$ cat src/rtl/gate_seq_ctrl.sv
// Walks every input vector of an N_IN-input gate, checks dut_y against TRUTH, counts mismatches, keeps first failing vector.
// Optional GATE_SEQ_STOP_ON_FAIL_EN: end the run at the first mismatch. Run length 2^N_IN*(SETTLE+1)+1 cycles, start ignored while busy.
module gate_seq_ctrl #(
    parameter int                     N_IN   = 2,
    parameter logic [(1<<N_IN)-1:0]   TRUTH  = 4'b0111,
    parameter int                     SETTLE = 1
) (
    input  logic              clk,
    input  logic              rst,
    input  logic              start,
    output logic [N_IN-1:0]   stim,
    input  logic              dut_y,
    output logic              busy,
    output logic              done,
    output logic              pass,
    output logic [N_IN:0]     err_cnt,
    output logic [N_IN-1:0]   fail_vec
);

    localparam int              NVEC      = 1 << N_IN;
    localparam logic [N_IN-1:0] LAST_VEC  = N_IN'(NVEC - 1);
    localparam logic [7:0]      WAIT_INIT = 8'(SETTLE - 1);

    typedef enum logic [1:0] {
        S_IDLE,
        S_SETTLE,
        S_CHECK,
        S_DONE
    } state_t;

    state_t          state;
    logic [N_IN-1:0] vec;
    logic [7:0]      wait_cnt;
    logic            mismatch;
    logic            finish_run;

    // stim is only changed at vector boundaries, so dut_y is stable by the CHECK cycle
    assign mismatch = (dut_y != TRUTH[vec]);

`ifdef GATE_SEQ_STOP_ON_FAIL_EN
    assign finish_run = mismatch || (vec == LAST_VEC);
`else
    assign finish_run = (vec == LAST_VEC);
`endif

    always_ff @(posedge clk or posedge rst) begin
        if (rst) begin
            state    <= S_IDLE;
            vec      <= '0;
            wait_cnt <= '0;
            stim     <= '0;
            busy     <= 1'b0;
            done     <= 1'b0;
            pass     <= 1'b0;
            err_cnt  <= '0;
            fail_vec <= '0;
        end else begin
            case (state)
                S_IDLE: begin
                    done <= 1'b0;
                    if (start) begin
                        vec      <= '0;
                        stim     <= '0;
                        err_cnt  <= '0;
                        fail_vec <= '0;
                        pass     <= 1'b0;
                        wait_cnt <= WAIT_INIT;
                        busy     <= 1'b1;
                        state    <= S_SETTLE;
                    end
                end
                S_SETTLE: begin
                    if (wait_cnt == 8'd0) begin
                        state <= S_CHECK;
                    end else begin
                        wait_cnt <= wait_cnt - 1'b1;
                    end
                end
                S_CHECK: begin
                    if (mismatch) begin
                        err_cnt <= err_cnt + 1'b1;
                        if (err_cnt == '0) begin
                            fail_vec <= vec;
                        end
                    end
                    if (finish_run) begin
                        done  <= 1'b1;
                        state <= S_DONE;
                    end else begin
                        vec      <= vec + 1'b1;
                        stim     <= vec + 1'b1;
                        wait_cnt <= WAIT_INIT;
                        state    <= S_SETTLE;
                    end
                end
                S_DONE: begin
                    // err_cnt already includes the last CHECK here
                    done  <= 1'b0;
                    busy  <= 1'b0;
                    pass  <= (err_cnt == '0);
                    state <= S_IDLE;
                end
                default: begin
                    state <= S_IDLE;
                end
            endcase
        end
    end

endmodule

$ cat config.mk
export PLATFORM = sky130hd
export DESIGN_NAME = gate_seq_ctrl
export DESIGN_NICKNAME = d
export VERILOG_FILES = /design/src/rtl/gate_seq_ctrl.sv
export SDC_FILE = /design/constraint.sdc
export NUM_CORES = 1
export LEC_CHECK = 0
export CORE_UTILIZATION = 49
export CTS_CLUSTER_DIAMETER = 30
export CTS_CLUSTER_SIZE = 14
export DETAILED_ROUTE_END_ITERATION = 10
export PLACE_DENSITY = 0.74
export SKIP_LAST_GASP = 1
export SYNTH_ARGS = -nofsm -noshare
export SYNTH_HDL_FRONTEND = slang
export SYNTH_SLANG_ARGS = --single-unit
$ cat constraint.sdc
create_clock -name clk -period 2.2 [get_ports clk]
set_input_delay 0.22 -clock clk [delete_from_list [all_inputs] [get_ports clk]]
set_output_delay 0.22 -clock clk [all_outputs]
set_load 0.005 [all_outputs]
==> results_dict.tcl, run 1 <==
set metrics [dict create \
    outcome "complete, no violations" \
    finalHoldViolations 0 \
    worstPathMaxFanout 6 \
    synth_ff_type "dfrtp_1" \
    cts_tree "yes" \
    maxSlewViolCount 0 \
    syn_inst 134 \
    ys_ff_latch 20 \
    period_minus_slack_ps 2084 \
    track_usage_pct 22.41 \
    firstDrtPassIters 4 \
    multi_input_area_um2 688.2 \
    critPathRequiredTime_ps 2440 \
    start_util_pct 53.87 \
    vias 1052 \
    synth.net_count 148 \
    max-slew-margin-rel_pct 50.75 \
    place.gp.congestion 0.8768 \
    regArea_um2 500.5 \
    p_per_area_nw_per_um2 1412 \
    grt_pass1_wl_um 4457 \
    arrival_ps 2320 \
    drc 0 \
    grt_overflow 0 \
    fillers 196 \
    grt_max_degree 21 \
    routed_wl_um 2641 \
    core_area_um2 2297 \
    rsz0062_at_grt "no" \
    htree_levels 1 \
    postRouteAntennaNets 0 \
    fin_skew_ps 1.658 \
    ys_seq_area_share_pct 40.44 \
    cts_buffers 3 \
    finalPower_mw 2.079 \
    die_h_um 52.26 \
    yosys-top-cells-area "dfrtp_1 40%, ha_1 10%, o21ai_0 6.9%, nand2_1 6.1%, o211ai_1 4.2%" \
    vdd_drop_max_mv 0.8827 \
    start_kind "flip-flop" \
    dp_hpwl_um 1951 \
    ctsLongestPathBuffers 2 \
    clock_latency_ps 310 \
    cts_sinks 20 \
    synth_cell_types 38 \
    yosysWarnings 0 \
    post-synth-top-area-fraction_pct 40.44 \
    crit_type "flip-flop to flip-flop" \
    portBuffers 13 \
    rows 17 \
    hp-class "input port to async pin" \
    drt_iter0_markers 20 \
    root_buffer "clkbuf_4" \
    max_freq_mhz 479.9 \
    antennaDiodeCount 0 \
    dieArea_um2 2731 \
    cap_violations 0 \
    crit_path_end_kind "flip-flop" \
    synth.avg_cell_area_um2 9.235 \
    r2r_slack_ps 120 \
    grt_pass1_vias 1001 \
    area_delta_synth_final_pct 19.01 \
    setup_violations 0 \
    vias_per_cell 5.812 \
    nets 168 \
    cts.clk_slew.worst_paths_ps 120 \
    syn_area_um2 1237 \
    dieWidth_um 52.26 \
    tightest_slew_ps 737.9 \
    fin_crit_sh_pct 94.72 \
    ys_async_sr_fraction_pct 100.0 \
    drive_gt1_share_pct 13.73 \
    synth_top_area_cell "dfrtp_1" \
    power_leakage_nw 0.6566 \
    ys_top_cells_by_count "20 x dfrtp_1, 20 x nand2_1, 17 x o21ai_0" \
    finalSetupTns_ps 0 \
    io_pins 14 \
    wl_per_cell_um 14.59 \
    antenna_found_initial 0 \
    synth-edff-count 0 \
]
[worst max-delay path, cell delays in order, from the launching register on]
cell and delay [ps]:
dfrtp_1 440, inv_1 100, ha_1 210, nor2b_4 150, or4b_4 530, or4_1 510, o211ai_2 80
[final timing paths]
| check | end | depth (start not counted) | startpoint |
|---|---|---|---|
| max | wait_cnt[6] | 6 | state[1] |
| max in group asynchronous | err_cnt[0] | 2 | rst |
| min in group clk | pass | 1 | pass |
| min | wait_cnt[6] | 2 | rst |
| max reg2reg | wait_cnt[6] | 6 | state[1] |
| min reg2reg | pass | 1 | pass |
[registers in the layout, summed over array words and instances (netlist names)]
register  count
busy          1
fail_vec      2
done          1
wait_cnt      8
pass          1
vec           2
err_cnt       3
state         2
[final cells by class]
cell class	count	area share [%]
timing repair buffer	19	11.89
inverter	10	2.549
sequential	20	33.98
tap	28	2.379
multi-input combinational	100	46.73
clock buffer	4	2.464
[per-layer routing]
metal  track usage, %  vias up  wire, um
li1                 -      515         -
met1            28.65      519      1245
met2            38.68       14      1299
met3            3.188        4        67
met4            7.456        0        28
met5                0        -         0
[cell usage in the layout, fill, tap and decap left out, types with 2 or more instances in the layout]
cell and count:
a21o_1 2, a21oi_1 3, a2bb2oi_1 3, buf_4 6, clkbuf_4 3, clkdlybuf4s50_1 13
dfrtp_1 20, ha_1 10, inv_1 10, nand2_1 20, nor2_1 4, nor2b_1 3
nor3_1 5, o211ai_1 7, o21ai_0 17, or3_2 2, or3_4 2, or4_1 2
[through the flow]
step	area [um^2]	cells	hold slack (ps)	util (%)	setup slack [ps]
after global routing	1473	181	421.8	64.11	42.55
after CTS	1468	181	367.4	63.89	103.1
after global placement	1431	177	462.5	62.31	156.5
final	1473	181	327.5	64.11	116.2
after detailed placement	1431	177	484.6	62.31	114.9
after floorplan	1237	134	183.8	-	154.8
[power breakdown]
group          leakage, nW  switching [mW]  internal [mW]  total, mW
clock network       0.0210           0.121          0.101      0.223
logic                0.370           0.668          0.590       1.26
registers            0.266           0.105          0.494      0.599
total                0.657           0.895           1.18       2.08
[logic make-up after synthesis]
kind of cell | count (synthesis) | share of synthesized area, %
simple gates | 46 | 20.63
compound gates | 41 | 22.14
flops | 20 | 40.44
buf+inv | 14 | 4.348
fa+ha+maj | 10 | 10.11
xor+xnor | 2 | 1.416
mux | 1 | 0.9099
[what timing repair did]
item | 4_1_cts | 5_1_grt
resized for setup | 0 | 1
endpoints found under the setup margin | 0 | 1
setup buffers | 0 | 0
hold buffers | 0 | 0
Note: power is estimated with default switching activity, not from simulation.
==> run 2: changes to the inputs <==
- CORE_UTILIZATION: 49 -> 55
- CTS_BUF_LIST: unset -> sky130_fd_sc_hd__clkbuf_16
- DONT_BUFFER_PORTS: unset -> 1
- PLACE_DENSITY: 0.74 -> 0.73
- SLEW_MARGIN: unset -> 25
==> results_dict.tcl, run 2 (synthesis gave the netlist of run 1 again) <==
set metrics [dict create \
    rsz0062_at_grt "no" \
    place.gp.congestion 0.8638 \
    largest_register_ffs 8 \
    ctsLongestPathBuffers 2 \
    start_util_pct 60.60 \
    max-slew-margin-rel_pct 48.03 \
    antennaDiodeCount 0 \
    postRouteAntennaNets 0 \
    start_kind "flip-flop" \
    firstDrtPassIters 5 \
    max_freq_mhz 483.0 \
    largest-register "wait_cnt" \
    track_usage_pct 22.03 \
    finalSetupTns_ps 0 \
    place_ws_ps 146.2 \
    largest_registers "wait_cnt (8), err_cnt (3)" \
    holdWs_ps -1.676 \
    worstPathMaxFanout 7 \
    htree_levels 1 \
    cap_violations 0 \
    layout_setup_ws_ps 129.8 \
    cts_hold_buf 0 \
    power_leakage_nw 0.6266 \
    cts_sinks 20 \
    fin_skew_ps 0.9365 \
    wl_per_cell_um 14.89 \
    violations "hold timing" \
    dieWidth_um 49.43 \
    place_area_um2 1300 \
    stdcell_area_um2 1379 \
    portBuffers 0 \
    critical_path.cell_chain "inv_1 > ha_1 > or3b_1 > or3_1 > a211oi_2 > a2bb2oi_1" \
    p_per_area_nw_per_um2 1519 \
    maxSlewViolCount 0 \
    io_pins 14 \
    vias 984 \
    grt_pass1_wl_um 4160 \
    cts_buffers 3 \
    area_delta_synth_final_pct 11.43 \
    routed_wl_um 2486 \
    outcome "finished with violations" \
    layout.cells.most_common_list "20 x nand2_1, 20 x dfrtp_1, 17 x o21ai_0, 10 x inv_1, 10 x ha_1" \
    vdd_drop_max_mv 0.8527 \
    root_buffer "clkbuf_16" \
    crit_type "flip-flop to flip-flop" \
    dieArea_um2 2443 \
    cts.clk_slew.worst_paths_ps 60 \
    die_h_um 49.43 \
    core_area_um2 2042 \
    hp-class "input port to async pin" \
    grt_pass1_vias 973 \
    nets 155 \
    post_cts_resized 0 \
    drive_gt1_share_pct 13.57 \
    rows 16 \
    crit_slowest_cell "or3_1" \
    grt_max_degree 21 \
    tightest_slew_ps 778.8 \
    grt_overflow 0 \
    finalHoldViolations 4 \
    arrival_ps 2250 \
    cts_setup_buffers 0 \
    setup_violations 0 \
    antenna_found_initial 0 \
    cp_slowest_stage_delay_ps 450 \
    dp_hpwl_um 1768 \
    drt_iter0_markers 18 \
    critPathRequiredTime_ps 2380 \
    vias_per_cell 5.892 \
    crit_path_end_kind "flip-flop" \
    cts_tree "yes" \
    clock_latency_ps 250 \
    drc 0 \
    period_minus_slack_ps 2070 \
    fin_crit_sh_pct 94.10 \
]
## run 2: critical path: cells and delay by family (launching register included)
kind | cells | cell delay [ps]
AND/OR/NAND/NOR | 2 | 860
AO/OA/AOI/OAI | 2 | 430
flip-flops | 1 | 400
adder cells (fa/ha/maj) | 1 | 180
buffers and inverters | 1 | 110
## run 2: final cells by class
type | count | area [um^2]
clock buffer | 3 | 75.07
timing repair buffer | 6 | 45.04
inverter | 10 | 37.54
clock inverter | 1 | 3.754
sequential | 20 | 500.5
tap | 27 | 33.78
multi-input combinational | 100 | 683.2
fill | 168 | 663.1
## run 2: worst paths after layout
path	start	to	cells past startpoint	slack (ps)
min	rst	wait_cnt[3]	1	-2
max reg2reg	wait_cnt[0]	state[1]	6	130
max in group asynchronous	rst	wait_cnt[6]	1	1720
max	wait_cnt[0]	state[1]	6	130
min reg2reg	busy	busy	2	510
min in group clk	start	err_cnt[2]	1	70
## run 2: power breakdown
part           internal, mW  switching, mW  total (mW)
clock                 0.242          0.137       0.379
sequential            0.496          0.116       0.612
combinational         0.473          0.629        1.10
## run 2: stage by stage
stage	power [mW]	instances	utilization [%]
after floorplan	1.448	134	-
after global placement	1.653	163	63.66
after detailed placement	1.706	163	63.66
after CTS	2.088	167	67.52
after global routing	2.267	167	67.52
final	2.094	167	67.52
## run 2: per-layer routing
metal / global-route usage (%) / vias to the layer above / wire (um)
li1: - / 487 / -
met1: 29.11 / 459 / 1179
met2: 34.02 / 29 / 1119
met3: 4.984 / 9 / 113
met4: 10.48 / 0 / 74
met5: 0 / - / 0
